<file path="src/rtl/keypad_pkg.sv">
// Shared types and elaboration-time helpers for the keypad matrix scanner.
package keypad_pkg;

    typedef enum logic [1:0] {
        SCAN  = 2'd0,
        DEB_P = 2'd1,
        HELD  = 2'd2,
        DEB_R = 2'd3
    } kp_state_e;

    // Ceiling log2; clog2(1) = 0.
    function automatic int clog2(input int value);
        int res;
        res = 0;
        for (int i = 0; i < 31; i++) begin
            if ((1 << i) < value) res = i + 1;
        end
        return res;
    endfunction

    function automatic int max2(input int a, input int b);
        return (a > b) ? a : b;
    endfunction

endpackage

</file>
<file path="src/rtl/kp_timer.sv">
// Loadable down-counter with terminal-count flag. Holds at zero, never wraps.
module kp_timer #(
    parameter int W = 8
) (
    input  logic         clk,
    input  logic         rst_n,
    input  logic         load_i,
    input  logic [W-1:0] load_val_i,
    output logic         tc_o
);

    logic [W-1:0] cnt_q;
    logic [W-1:0] cnt_d;

    // Load takes priority; otherwise count down and stop at zero.
    always_comb begin
        cnt_d = cnt_q;
        if (load_i) begin
            cnt_d = load_val_i;
        end else if (cnt_q != '0) begin
            cnt_d = cnt_q - 1'b1;
        end
    end

    // Counter register.
    always_ff @(posedge clk or negedge rst_n) begin
        if (!rst_n) begin
            cnt_q <= '0;
        end else begin
            cnt_q <= cnt_d;
        end
    end

    assign tc_o = (cnt_q == '0);

endmodule

</file>
<file path="src/rtl/keypad_matrix_scan.sv">
// Keypad matrix scanner: rotates a one-cold column drive, debounces a single
// closed key, reports press / auto-repeat / release events, flags ghosting.
module keypad_matrix_scan
    import keypad_pkg::*;
#(
    parameter int ROWS            = 4,
    parameter int COLS            = 3,
    parameter int SETTLE_CYCLES   = 4,
    parameter int DEBOUNCE_CYCLES = 1_000_000,
    parameter bit REPEAT_EN       = 1'b1,
    parameter int REPEAT_DELAY    = 25_000_000,
    parameter int REPEAT_RATE     = 5_000_000,
    localparam int CODE_W         = clog2(ROWS * COLS)
) (
    input  logic              clk,
    input  logic              rst_n,
    input  logic [ROWS-1:0]   row_n,
    output logic [COLS-1:0]   col_n,
    output logic              key_valid,
    output logic [CODE_W-1:0] key_code,
    output logic              key_press,
    output logic              key_repeat,
    output logic              key_held,
    output logic              multi_err
);

    localparam int RW   = clog2(ROWS);
    localparam int CW   = clog2(COLS);
    localparam int TMAX = max2(max2(SETTLE_CYCLES, DEBOUNCE_CYCLES),
                               max2(REPEAT_DELAY, REPEAT_RATE));
    localparam int TW   = clog2(TMAX + 1);

    // Timer loads are N-1 so that the terminal count marks the Nth cycle.
    localparam logic [TW-1:0] SETTLE_LD = TW'(SETTLE_CYCLES - 1);
    localparam logic [TW-1:0] DEB_LD    = TW'(DEBOUNCE_CYCLES - 1);
    localparam logic [TW-1:0] RDLY_LD   = TW'(REPEAT_DELAY - 1);
    localparam logic [TW-1:0] RRATE_LD  = TW'(REPEAT_RATE - 1);

    kp_state_e         state_q, state_d;
    logic [CW-1:0]     col_q, col_d, col_next;
    logic [RW-1:0]     row_q, row_d;
    logic [ROWS-1:0]   sync1_q, sync2_q;
    logic              key_valid_q, key_valid_d;
    logic              key_press_q, key_press_d;
    logic              key_repeat_q, key_repeat_d;
    logic              key_held_q, key_held_d;
    logic              multi_err_q, multi_err_d;
    logic [CODE_W-1:0] key_code_q, key_code_d;

    logic [3:0]        low_cnt;
    logic [RW-1:0]     low_idx;
    logic [ROWS-1:0]   exp_rows;
    logic [CODE_W-1:0] cur_code;
    logic              tmr_load;
    logic [TW-1:0]     tmr_val;
    logic              tmr_tc;

    kp_timer #(.W(TW)) u_timer (
        .clk        (clk),
        .rst_n      (rst_n),
        .load_i     (tmr_load),
        .load_val_i (tmr_val),
        .tc_o       (tmr_tc)
    );

    // Two-flop synchroniser for the raw rows. Resets to the released level so
    // the first sample after reset cannot look like a ghosted multi-key press.
    always_ff @(posedge clk or negedge rst_n) begin
        if (!rst_n) begin
            sync1_q <= '1;
            sync2_q <= '1;
        end else begin
            sync1_q <= row_n;
            sync2_q <= sync1_q;
        end
    end

    // Row decode: count of closed rows, index of a closed row, and the
    // pattern expected while only the latched row is closed.
    always_comb begin
        low_cnt  = '0;
        low_idx  = '0;
        exp_rows = '1;
        for (int r = 0; r < ROWS; r++) begin
            if (!sync2_q[r]) begin
                low_cnt = low_cnt + 1'b1;
                low_idx = RW'(r);
            end
            if (row_q == RW'(r)) exp_rows[r] = 1'b0;
        end
    end

    assign col_next = (col_q == CW'(COLS - 1)) ? '0 : col_q + 1'b1;
    assign cur_code = CODE_W'(int'(row_q) * COLS + int'(col_q));

    // Next-state and event logic.
    always_comb begin
        state_d      = state_q;
        col_d        = col_q;
        row_d        = row_q;
        key_valid_d  = 1'b0;
        key_press_d  = key_press_q;
        key_repeat_d = key_repeat_q;
        key_code_d   = key_code_q;
        key_held_d   = key_held_q;
        multi_err_d  = 1'b0;
        tmr_load     = 1'b0;
        tmr_val      = SETTLE_LD;
        case (state_q)
            SCAN: begin
                if (tmr_tc) begin
                    if (low_cnt == 4'd1) begin
                        row_d    = low_idx;
                        state_d  = DEB_P;
                        tmr_load = 1'b1;
                        tmr_val  = DEB_LD;
                    end else begin
                        multi_err_d = (low_cnt != 4'd0);
                        col_d       = col_next;
                        tmr_load    = 1'b1;
                        tmr_val     = SETTLE_LD;
                    end
                end
            end
            DEB_P: begin
                if (sync2_q != exp_rows) begin
                    state_d  = SCAN;
                    col_d    = col_next;
                    tmr_load = 1'b1;
                    tmr_val  = SETTLE_LD;
                end else if (tmr_tc) begin
                    state_d      = HELD;
                    key_valid_d  = 1'b1;
                    key_press_d  = 1'b1;
                    key_repeat_d = 1'b0;
                    key_code_d   = cur_code;
                    key_held_d   = 1'b1;
                    tmr_load     = 1'b1;
                    tmr_val      = RDLY_LD;
                end
            end
            HELD: begin
                if (sync2_q[row_q]) begin
                    state_d  = DEB_R;
                    tmr_load = 1'b1;
                    tmr_val  = DEB_LD;
                end else if (tmr_tc && REPEAT_EN) begin
                    key_valid_d  = 1'b1;
                    key_press_d  = 1'b1;
                    key_repeat_d = 1'b1;
                    tmr_load     = 1'b1;
                    tmr_val      = RRATE_LD;
                end
            end
            DEB_R: begin
                if (!sync2_q[row_q]) begin
                    state_d  = HELD;
                    tmr_load = 1'b1;
                    tmr_val  = RDLY_LD;
                end else if (tmr_tc) begin
                    state_d      = SCAN;
                    key_valid_d  = 1'b1;
                    key_press_d  = 1'b0;
                    key_repeat_d = 1'b0;
                    key_held_d   = 1'b0;
                    col_d        = col_next;
                    tmr_load     = 1'b1;
                    tmr_val      = SETTLE_LD;
                end
            end
            default: begin
                state_d = SCAN;
            end
        endcase
    end

    // State and output registers.
    always_ff @(posedge clk or negedge rst_n) begin
        if (!rst_n) begin
            state_q      <= SCAN;
            col_q        <= '0;
            row_q        <= '0;
            key_valid_q  <= 1'b0;
            key_press_q  <= 1'b0;
            key_repeat_q <= 1'b0;
            key_code_q   <= '0;
            key_held_q   <= 1'b0;
            multi_err_q  <= 1'b0;
        end else begin
            state_q      <= state_d;
            col_q        <= col_d;
            row_q        <= row_d;
            key_valid_q  <= key_valid_d;
            key_press_q  <= key_press_d;
            key_repeat_q <= key_repeat_d;
            key_code_q   <= key_code_d;
            key_held_q   <= key_held_d;
            multi_err_q  <= multi_err_d;
        end
    end

    // One-cold column drive from the column index.
    always_comb begin
        col_n = '1;
        for (int c = 0; c < COLS; c++) begin
            if (col_q == CW'(c)) col_n[c] = 1'b0;
        end
    end

    assign key_valid  = key_valid_q;
    assign key_code   = key_code_q;
    assign key_press  = key_press_q;
    assign key_repeat = key_repeat_q;
    assign key_held   = key_held_q;
    assign multi_err  = multi_err_q;

endmodule
</file>
<file path="config.mk">
export PLATFORM = sky130hd
export DESIGN_NAME = keypad_matrix_scan
export DESIGN_NICKNAME = d
export VERILOG_FILES = /design/src/rtl/keypad_pkg.sv /design/src/rtl/kp_timer.sv /design/src/rtl/keypad_matrix_scan.sv
export SDC_FILE = /design/constraint.sdc
export NUM_CORES = 1
export LEC_CHECK = 0
export CORE_MARGIN = 3
export CORE_UTILIZATION = 35
export CTS_CLUSTER_SIZE = 24
export DETAILED_ROUTE_END_ITERATION = 8
export GPL_TIMING_DRIVEN = 0
export SYNTH_ARGS = -nofsm -noshare
export SYNTH_HDL_FRONTEND = slang
export SYNTH_SLANG_ARGS = --single-unit
export TNS_END_PERCENT = 5
</file>
<file path="constraint.sdc">
create_clock -name clk -period 3.5 [get_ports clk]
set_clock_uncertainty 0.05 [all_clocks]
set_input_delay 0.7 -clock clk [delete_from_list [all_inputs] [get_ports clk]]
set_output_delay 0.7 -clock clk [all_outputs]
set_load 0.05 [all_outputs]
</file>
==> out/qor.yml <==
ios: 18
holdCritPathClass: "in2async"
netlist_instances: 289
place_area_sq_um: 3260
synth_top_area_frac: 0.340
drv_slew: 0
timing.hold.ws_ns: 0.246
final_cells: 417
async_flop_share: 1.00
cap_violations: 0
slew_headroom: 0.506
gp_congestion: 0.832
die_w_microns: 97.8
core_region_area_sq_um: 7930
ys_warn_count: 0
postRouteAntennaNets: 0
grt_pass1_vias: 2116
synth_seq_cells: 48
syn_area_per_cell_sq_um: 10.2
post-cts-setup-buffer-count: 0
drtPass1Iterations: 4
rsz0062_at_grt: "false"
final-hold-violation-count: 0
syn-cell-area_sq_um: 2950
cts.sinks: 48
tns_ns: 0
ir_drop_v: 0.000519
critPathKind: "reg2reg"
register_area_sq_um: 1210
area_delta_synth_final_pct: 13.9
grt_use_total: 0.128
drt_iter0_drc: 74
start_util: 0.372
timing.final.crit_share: 0.862
startpoint_type: "flip-flop"
critPathRequiredTime_ns: 3.64
die_area_sq_um: 9560
synth_edf_count: 0
dp_cells: 409
yosys_most_used_dff: "dfrtp_1"
rows: 32
syn_nets: 312
end_kind: "flip-flop"
via_per_inst: 5.15
wl_per_cell_microns: 14.1
final_cell_mix: "40 x dfrtp_1, 25 x nand2_1, 21 x nor2_1, 18 x inv_1, 16 x clkdlybuf4s50_1"
fmax_mhz: 332
cts.clk_slew.worst_paths_ns: 0.10
grt_pass1_wl_microns: 10200
ys_seq_area_frac: 0.411
route.detailed.drc: 0
drive_above_1_share: 0.149
leakage_nw: 1.38
cts_resized: 0
cts_max_level: 2
cp_data_arrival_time_ns: 3.16
cts_buffer_depth: 2
num_antenna_cells: 0
status: "complete, no violations"
worst_pin_slew_ns: 0.735
multiInputGateArea_sq_um: 1610
root_buffer: "clkbuf_8"
yosysUniqueCellTypes: 65
drt_wl_total_microns: 5870
path_max_fanout: 6
fillCellCount: 759
yosysTopAreaCell: "dfrtp_1"
setup_violations: 0
grt_start_max_net_pins: 35
numCtsBuffers: 5
io_buffers: 17
holdBufCountCts: 0
grt_overflow_total: 0
final_cell_area_sq_um: 3360
nets: 337
hpwlAfterDp_microns: 4310
synth_area_leaders: "dfrtp_1 34%, dfstp_2 7.1%, ha_1 6.4%"
final_common_cell: "dfrtp_1"
min_period_ns: 3.02
vias: 2148
clk_latency_ns: 0.31
antenna_found_initial: 0
cts_tree: "yes"
dieHeight_microns: 97.8
power_density_nw_per_um2: 745
-- path summary, 6_finish.rpt --
path                                  from           endpoint  slack (ns)  depth (start not counted)
worst max-delay path            sync2_q[0]         state_q[1]        0.48                          9
worst min-delay path                 rst_n  u_timer.cnt_q[18]        0.25                          1
worst max register to register  sync2_q[0]         state_q[1]        0.48                          9
worst min register to register  sync1_q[2]         sync2_q[2]        0.31                          0
max in group asynchronous            rst_n         sync1_q[1]        2.58                          2
min in group clk                sync1_q[2]         sync2_q[2]        0.31                          0
-- metrics by stage --
step / setup WS, ns / total power [mW] / utilization
after floorplan: 0.694 / 1.86 / -
after global placement: 0.212 / 2.13 / 0.409
after detailed placement: 0.476 / 2.14 / 0.411
after CTS: 0.443 / 2.52 / 0.423
after global routing: 0.277 / 2.71 / 0.423
final: 0.484 / 2.50 / 0.423
-- logic make-up (layout without fill, tap and decap cells) --
| logic type | after synthesis | in the layout | synth area share |
|---|---|---|---|
| and+or+nand+nor | 102 | 102 | 0.207 |
| DFF | 48 | 48 | 0.411 |
| adders and majority gates | 17 | 17 | 0.0773 |
| xor gates and xnor gates | 24 | 24 | 0.0713 |
| AOI/OAI and AO/OA | 60 | 60 | 0.148 |
| buffers and inverters | 27 | 53 | 0.0420 |
| muxes | 11 | 11 | 0.0433 |
-- critical path: stages, from the launching register on --
cell and delay, ns:
dfstp_2 0.57, inv_1 0.05, ha_1 0.36, xnor2_1 0.15, ha_1 0.33, o311ai_0 0.39, o311ai_2 0.28, nor2_4 0.18
o221a_2 0.22, mux2_1 0.32
-- routing by layer --
layer,GRT usage,share of wire,vias up,routed length (microns)
li1,-,-,1075,-
met1,0.177,0.49,1028,2900
met2,0.203,0.45,36,2660
met3,0.0314,0.040,9,232
met4,0.0288,0.012,0,73
met5,0,0,-,0
-- cell type report --
| type | count | share of cell area |
|---|---|---|
| Multi-Input combinational cell | 214 | 0.480 |
| Timing Repair Buffer | 18 | 0.0552 |
| Buffer | 9 | 0.0168 |
| Sequential cell | 48 | 0.361 |
| Clock buffer | 6 | 0.0246 |
| Clock inverter | 2 | 0.00447 |
| Tap cell | 102 | 0.0380 |
| Inverter | 18 | 0.0201 |
-- cell usage after synthesis, types with 4 or more instances --
library cell and number:
o21ai_1 4, xnor2_1 14, nor2_1 21, ha_1 15, nor4_1 4, a21oi_1 14
nand2_1 25, nor3_1 9, nand3_1 7, nand4_1 4, a211oi_1 4, dfstp_2 8
xor2_1 10, mux2_1 4, dfrtp_1 40, mux2i_1 6, inv_1 18, o21ai_0 13
-- report_power, final --
| part | total, mW | switching, mW | internal (mW) |
|---|---|---|---|
| logic | 1.24 | 0.727 | 0.509 |
| clock network | 0.358 | 0.197 | 0.160 |
| registers | 0.906 | 0.190 | 0.716 |
-- flip-flops by register name, indices dropped and copies added (netlist names) --
name	cells
sync1_q	4
key_held	1
sync2_q	4
u_timer.cnt_q	25
key_press	1
multi_err	1
state_q	2
row_q	2
key_code	4
col_q	2
key_valid	1
key_repeat	1
No activity file was read; power rests on OpenSTA's default activity.
